<file path="config.mk">
export PLATFORM = sky130hd
export DESIGN_NAME = draw_rect_stage_flat
export DESIGN_NICKNAME = d
export VERILOG_FILES = /design/src/rtl/draw_rect_stage_if.sv /design/src/rtl/draw_rect_stage.sv /design/src/flat_wrapper.sv
export SDC_FILE = /design/constraint.sdc
export NUM_CORES = 1
export LEC_CHECK = 0
export CAP_MARGIN = 10
export CORE_ASPECT_RATIO = 0.8
export CORE_MARGIN = 2
export CORE_UTILIZATION = 25
export CTS_CLUSTER_SIZE = 40
export DETAILED_ROUTE_END_ITERATION = 6
export GPL_TIMING_DRIVEN = 0
export PLACE_DENSITY_LB_ADDON = 0.05
export SYNTH_ARGS = -nofsm -noshare
export SYNTH_HDL_FRONTEND = slang
export SYNTH_SLANG_ARGS = --single-unit
</file>
<file path="constraint.sdc">
create_clock -name clk_in -period 2.08 [get_ports clk_in]
set_input_delay 0.312 -clock clk_in [delete_from_list [all_inputs] [get_ports clk_in]]
set_output_delay 0.312 -clock clk_in [all_outputs]
set_load 0.005 [all_outputs]
</file>
<file path="src/rtl/draw_rect_stage_if.sv">
// Video timing bundle into and out of draw_rect_stage.
// slave: the drawing stage's view; master: the upstream timing source / downstream sink view.
interface draw_rect_stage_if;
    logic [10:0] hcount_in;
    logic [10:0] vcount_in;
    logic        hsync_in;
    logic        vsync_in;
    logic        hblnk_in;
    logic        vblnk_in;
    logic [11:0] rgb_in;
    logic [10:0] hcount_out;
    logic [10:0] vcount_out;
    logic        hsync_out;
    logic        vsync_out;
    logic        hblnk_out;
    logic        vblnk_out;
    logic [11:0] rgb_out;

    modport slave (
        input  hcount_in, vcount_in, hsync_in, vsync_in, hblnk_in, vblnk_in, rgb_in,
        output hcount_out, vcount_out, hsync_out, vsync_out, hblnk_out, vblnk_out, rgb_out
    );

    modport master (
        output hcount_in, vcount_in, hsync_in, vsync_in, hblnk_in, vblnk_in, rgb_in,
        input  hcount_out, vcount_out, hsync_out, vsync_out, hblnk_out, vblnk_out, rgb_out
    );
endinterface

</file>
<file path="src/rtl/draw_rect_stage.sv">
// Two-stage pipeline overlaying a filled rectangle on a video stream.
// Optional macro RECT_BORDER_EN draws the rectangle outline in BORDER_COLOR.
module draw_rect_stage #(
    parameter int          RECT_W       = 48,
    parameter int          RECT_H       = 64,
    parameter logic [11:0] RECT_COLOR   = 12'hF00,
    parameter logic [11:0] BORDER_COLOR = 12'hFFF
) (
    input  logic        clk_in,
    input  logic        rst_n,
    input  logic [11:0] xpos,
    input  logic [11:0] ypos,
    draw_rect_stage_if.slave vid
);

    typedef struct packed {
        logic [10:0] hcount;
        logic [10:0] vcount;
        logic        hsync;
        logic        vsync;
        logic        hblnk;
        logic        vblnk;
    } timing_t;

    logic        vblnk_prev_q, vblnk_prev_d;
    logic [11:0] x_lat_q, x_lat_d;
    logic [11:0] y_lat_q, y_lat_d;
    timing_t     s1_tim_q, s1_tim_d;
    logic [11:0] s1_rgb_q, s1_rgb_d;
    logic        s1_hit_q, s1_hit_d;
    timing_t     out_tim_q, out_tim_d;
    logic [11:0] rgb_out_q, rgb_out_d;
`ifdef RECT_BORDER_EN
    logic        s1_edge_q, s1_edge_d;
`endif

    logic        load;
    logic [12:0] h13, v13, x_beg, y_beg, x_end, y_end;
    logic [11:0] hit_color;

    always_comb begin
        load     = vid.vblnk_in & ~vblnk_prev_q;
        h13      = {2'b00, vid.hcount_in};
        v13      = {2'b00, vid.vcount_in};
        // 13-bit bounds: a rectangle running past column 4095 clips instead of wrapping
        x_beg    = {1'b0, x_lat_q};
        y_beg    = {1'b0, y_lat_q};
        x_end    = x_beg + 13'(RECT_W);
        y_end    = y_beg + 13'(RECT_H);

        vblnk_prev_d = vid.vblnk_in;
        x_lat_d      = load ? xpos : x_lat_q;
        y_lat_d      = load ? ypos : y_lat_q;

        s1_tim_d = '{hcount: vid.hcount_in, vcount: vid.vcount_in,
                     hsync:  vid.hsync_in,  vsync:  vid.vsync_in,
                     hblnk:  vid.hblnk_in,  vblnk:  vid.vblnk_in};
        s1_rgb_d = vid.rgb_in;
        s1_hit_d = (h13 >= x_beg) && (h13 < x_end) && (v13 >= y_beg) && (v13 < y_end);
`ifdef RECT_BORDER_EN
        s1_edge_d = s1_hit_d && ((h13 == x_beg) || (h13 == x_end - 13'd1) ||
                                 (v13 == y_beg) || (v13 == y_end - 13'd1));
        hit_color = s1_edge_q ? BORDER_COLOR : RECT_COLOR;
`else
        hit_color = RECT_COLOR;
`endif

        out_tim_d = s1_tim_q;
        if (s1_tim_q.hblnk || s1_tim_q.vblnk) begin
            rgb_out_d = '0;
        end else if (s1_hit_q) begin
            rgb_out_d = hit_color;
        end else begin
            rgb_out_d = s1_rgb_q;
        end
    end

    always_ff @(posedge clk_in) begin
        if (!rst_n) begin
            vblnk_prev_q <= 1'b0;
            x_lat_q      <= '0;
            y_lat_q      <= '0;
            s1_tim_q     <= '0;
            s1_rgb_q     <= '0;
            s1_hit_q     <= 1'b0;
            out_tim_q    <= '0;
            rgb_out_q    <= '0;
`ifdef RECT_BORDER_EN
            s1_edge_q    <= 1'b0;
`endif
        end else begin
            vblnk_prev_q <= vblnk_prev_d;
            x_lat_q      <= x_lat_d;
            y_lat_q      <= y_lat_d;
            s1_tim_q     <= s1_tim_d;
            s1_rgb_q     <= s1_rgb_d;
            s1_hit_q     <= s1_hit_d;
            out_tim_q    <= out_tim_d;
            rgb_out_q    <= rgb_out_d;
`ifdef RECT_BORDER_EN
            s1_edge_q    <= s1_edge_d;
`endif
        end
    end

    assign vid.hcount_out = out_tim_q.hcount;
    assign vid.vcount_out = out_tim_q.vcount;
    assign vid.hsync_out  = out_tim_q.hsync;
    assign vid.vsync_out  = out_tim_q.vsync;
    assign vid.hblnk_out  = out_tim_q.hblnk;
    assign vid.vblnk_out  = out_tim_q.vblnk;
    assign vid.rgb_out    = rgb_out_q;

endmodule

</file>
<file path="src/flat_wrapper.sv">
// flat-port wrapper written by rule: the top's interface ports become plain ports
module draw_rect_stage_flat 
#(
    parameter int          RECT_W       = 48,
    parameter int          RECT_H       = 64,
    parameter logic [11:0] RECT_COLOR   = 12'hF00,
    parameter logic [11:0] BORDER_COLOR = 12'hFFF
)
  (clk_in, rst_n, xpos, ypos, vid_hcount_in, vid_vcount_in, vid_hsync_in, vid_vsync_in, vid_hblnk_in, vid_vblnk_in, vid_rgb_in, vid_hcount_out, vid_vcount_out, vid_hsync_out, vid_vsync_out, vid_hblnk_out, vid_vblnk_out, vid_rgb_out);
  draw_rect_stage_if vid_i ();
  input  logic clk_in;
  input  logic rst_n;
  input  logic [11:0] xpos;
  input  logic [11:0] ypos;
  input wire logic [$bits(vid_i.hcount_in)-1:0] vid_hcount_in;
  input wire logic [$bits(vid_i.vcount_in)-1:0] vid_vcount_in;
  input wire logic [$bits(vid_i.hsync_in)-1:0] vid_hsync_in;
  input wire logic [$bits(vid_i.vsync_in)-1:0] vid_vsync_in;
  input wire logic [$bits(vid_i.hblnk_in)-1:0] vid_hblnk_in;
  input wire logic [$bits(vid_i.vblnk_in)-1:0] vid_vblnk_in;
  input wire logic [$bits(vid_i.rgb_in)-1:0] vid_rgb_in;
  output wire logic [$bits(vid_i.hcount_out)-1:0] vid_hcount_out;
  output wire logic [$bits(vid_i.vcount_out)-1:0] vid_vcount_out;
  output wire logic [$bits(vid_i.hsync_out)-1:0] vid_hsync_out;
  output wire logic [$bits(vid_i.vsync_out)-1:0] vid_vsync_out;
  output wire logic [$bits(vid_i.hblnk_out)-1:0] vid_hblnk_out;
  output wire logic [$bits(vid_i.vblnk_out)-1:0] vid_vblnk_out;
  output wire logic [$bits(vid_i.rgb_out)-1:0] vid_rgb_out;
  assign vid_i.hcount_in = vid_hcount_in;
  assign vid_i.vcount_in = vid_vcount_in;
  assign vid_i.hsync_in = vid_hsync_in;
  assign vid_i.vsync_in = vid_vsync_in;
  assign vid_i.hblnk_in = vid_hblnk_in;
  assign vid_i.vblnk_in = vid_vblnk_in;
  assign vid_i.rgb_in = vid_rgb_in;
  assign vid_hcount_out = vid_i.hcount_out;
  assign vid_vcount_out = vid_i.vcount_out;
  assign vid_hsync_out = vid_i.hsync_out;
  assign vid_vsync_out = vid_i.vsync_out;
  assign vid_hblnk_out = vid_i.hblnk_out;
  assign vid_vblnk_out = vid_i.vblnk_out;
  assign vid_rgb_out = vid_i.rgb_out;
  draw_rect_stage #(.RECT_W(RECT_W), .RECT_H(RECT_H), .RECT_COLOR(RECT_COLOR), .BORDER_COLOR(BORDER_COLOR)) u_core (.clk_in(clk_in), .rst_n(rst_n), .xpos(xpos), .ypos(ypos), .vid(vid_i));
endmodule
</file>
==> metrics.yaml <==
grt_pass1_vias: 2984
fill_cells: 1622
status: "completed"
dr.first_iter.drc_count: 106
clk_pin_slew_ps: 70
yosysTopAreaCellShare_pct: 50.2
syn_area_sq_mm: 0.00403
cts_hold_buf: 0
numPortBuffers: 100
syn_inst: 404
rsz0062_at_grt: "true"
gp_congestion: 0.752
layout_setup_ws_ps: 59.4
clockBufferDepth: 2
synth.area.top_cells: "dfxtp_1, and2_1, ha_1"
hpwl_mm: 7.51
final_util_pct: 36.3
routed_via_density: 4.00
synth_nets: 504
total_power_mw: 4.22
p_per_area_mw_per_mm2: 738
cap_viol_max_count: 0
final_layout_size_suffix_gt1_share_pct: 9.90
clock_skew_ps: 5.76
die-height_microns: 118
synth_top_cell_by_area: "dfxtp_1"
start_kind: "flop"
critPathKind: "flop to flop"
finalInstanceArea_sq_mm: 0.00572
min_period_ps: 2020
critPathMaxStageDelay_ps: 370
grt_use_total_pct: 12.1
synth_cell_type_count: 47
cts_tree: "built"
drc: 0
die_width_microns: 146
whs_ps: 421
path_max_fanout: 2
first_pass_iters: 4
leakage_nw: 2.21
layout.nets: 621
final_max_slew_viol_count: 0
postSynthAreaPerCell_sq_um: 9.98
tightest_slew_ps: 566
n_antenna_cell: 0
grt_remaining_overflow: 0
cts_sinks: 101
final_hold_viol_count: 0
ios: 102
worst-endpoint-arrival_ps: 2250
area_growth_pct: 41.9
cts-root-buf: "clkbuf_16"
mostFrequentLayoutCell: "clkdlybuf4s50_1"
peakVddDrop_mv: 0.389
ys_ff_latch: 101
hp-class: "flop to flop"
grt_max_degree: 18
synthArstFlopShare_pct: 0
synth-seq-area-share_pct: 50.2
row_count: 41
fin_crit_sh_pct: 97.1
synth_flop_cell: "dfxtp_1"
cts_buffers: 9
layout_common_cells: "clkdlybuf4s50_1, dfxtp_1, and2_1"
finalSetupViolCount: 0
yosys_warnings: 0
die-area_sq_mm: 0.0172
preCtsSetupSlack_ps: -335
wire_per_inst_microns: 13.1
final_antenna_net_count: 0
core_region_area_sq_mm: 0.0157
wl_mm: 9.67
worstSkewPairLatency_ps: 350
cpMaxStageDelayCell: "dfxtp_4"
cts-htree-levels: 3
initial_utilization_pct: 25.6
max_clock_freq_mhz: 495
crit_chain: "inv_4, ha_4, nor3_4, nand3_1, xnor2_1, ha_2, nand4_1, nor3_2, o31ai_2, a21oi_2, nor4_2"
antenna_found_initial: 0
grt_pass1_wl_mm: 16.2
max_slew_margin_pct: 62.3
cp.required_ps: 2310
postPlaceCellArea_sq_mm: 0.00531
crit_path_end_kind: "flop"
synth_edf_count: 0
dr_total_vias: 2963
==> repair_timing <==
| action | CTS | global route |
|---|---|---|
| setup endpoints to repair | 1 | 1 |
| pin swaps | 9 | 10 |
| cloned | 0 | 0 |
| setup buffers | 6 | 1 |
| hold endpoints to repair | 0 | 0 |
| gates resized for setup | 12 | 18 |
==> area by class of cell <==
type / instances / area [sq um] / area share, %
buffer: 16 / 61.3 / 1.07
clock buffer: 9 / 225 / 3.94
clock inverter: 6 / 48.8 / 0.853
inverter: 24 / 92.6 / 1.62
multi-input combinational: 263 / 1940 / 33.9
sequential: 101 / 2040 / 35.6
tap: 215 / 269 / 4.70
timing repair buffer: 106 / 1050 / 18.4
==> worst paths after layout <==
| kind | startpoint | end | slack, ps | cells after the start |
|---|---|---|---|---|
| hold reg to reg | u_core.s1_rgb_q[1] | u_core.vid.rgb_out[1] | 420 | 1 |
| setup / recovery | u_core.x_lat_q[4] | u_core.s1_hit_q | 60 | 11 |
| setup reg to reg | u_core.x_lat_q[4] | u_core.s1_hit_q | 60 | 11 |
| hold / removal | u_core.s1_rgb_q[1] | u_core.vid.rgb_out[1] | 420 | 1 |
==> sequential cells by signal (all words and copies together), names as in the netlist <==
register,flops
u_core.out_tim_d,25
u_core.s1_hit_q,1
u_core.s1_rgb_q,12
u_core.vblnk_prev_q,1
u_core.vid.hblnk_out,1
u_core.vid.hcount_out,11
u_core.vid.hsync_out,1
u_core.vid.rgb_out,12
u_core.vid.vblnk_out,1
u_core.vid.vcount_out,11
u_core.vid.vsync_out,1
u_core.x_lat_q,12
u_core.y_lat_q,12
==> metal layers <==
layer,global-route usage [%],vias to the layer above,share of wire (%)
met3,4.46,7,6.2
met1,17.1,1304,53
met2,17.3,79,40
li1,-,1573,-
met5,0,-,0
met4,3.13,0,0.98
==> logic make-up (layout without fill, tap and decap cells) <==
group	count (synthesis)	in the layout	synth area share [%]
AOI/OAI and AO/OA	60	60	11.1
muxes	2	2	0.528
DFF	101	101	50.2
buffers and inverters	40	161	3.76
xor gates and xnor gates	8	8	1.74
adders and majority gates	36	36	11.2
and+or+nand+nor	157	157	21.5
==> report_power, final <==
part	internal (mW)	leakage [nW]	total [mW]	switching (mW)
registers	2.03	0.837	2.07	0.0410
logic	0.328	1.24	0.582	0.255
clock network	0.817	0.130	1.57	0.752
==> critical path, delay by kind of cell (launching register included) <==
| family | cells | cell delay [ps] |
|---|---|---|
| simple gates | 5 | 620 |
| flops | 1 | 370 |
| fa+ha+maj | 2 | 490 |
| buf+inv | 1 | 40 |
| compound gates | 2 | 260 |
| xor+xnor | 1 | 150 |
==> per-stage QoR <==
| stage | setup TNS [ps] | cells |
|---|---|---|
| 2_1_floorplan | 0 | 404 |
| 3_3_place_gp | -314 | 719 |
| 3_5_place_dp | -335 | 719 |
| 4_1_cts | -47.2 | 740 |
| 5_1_grt | -75.9 | 740 |
| 6_report | 0 | 740 |
==> synthesized netlist by cell type (2+ instances only) <==
library cell and count:
inv_2 2, a21o_1 3, and2_1 72, a21oi_1 6, nand2_1 51, nand2b_1 4
ha_1 36, nor2b_1 3, a21boi_1 20, o21ai_0 8, o211ai_1 2, inv_1 22
nor2_1 2, nand3_1 6, o21a_1 5, clkbuf_1 15, xnor2_1 7, dfxtp_1 101
nand4_1 3, a31oi_1 2, nor3_1 4, a211oi_1 2, a21boi_0 4
Note: power is estimated with default switching activity, not from simulation.
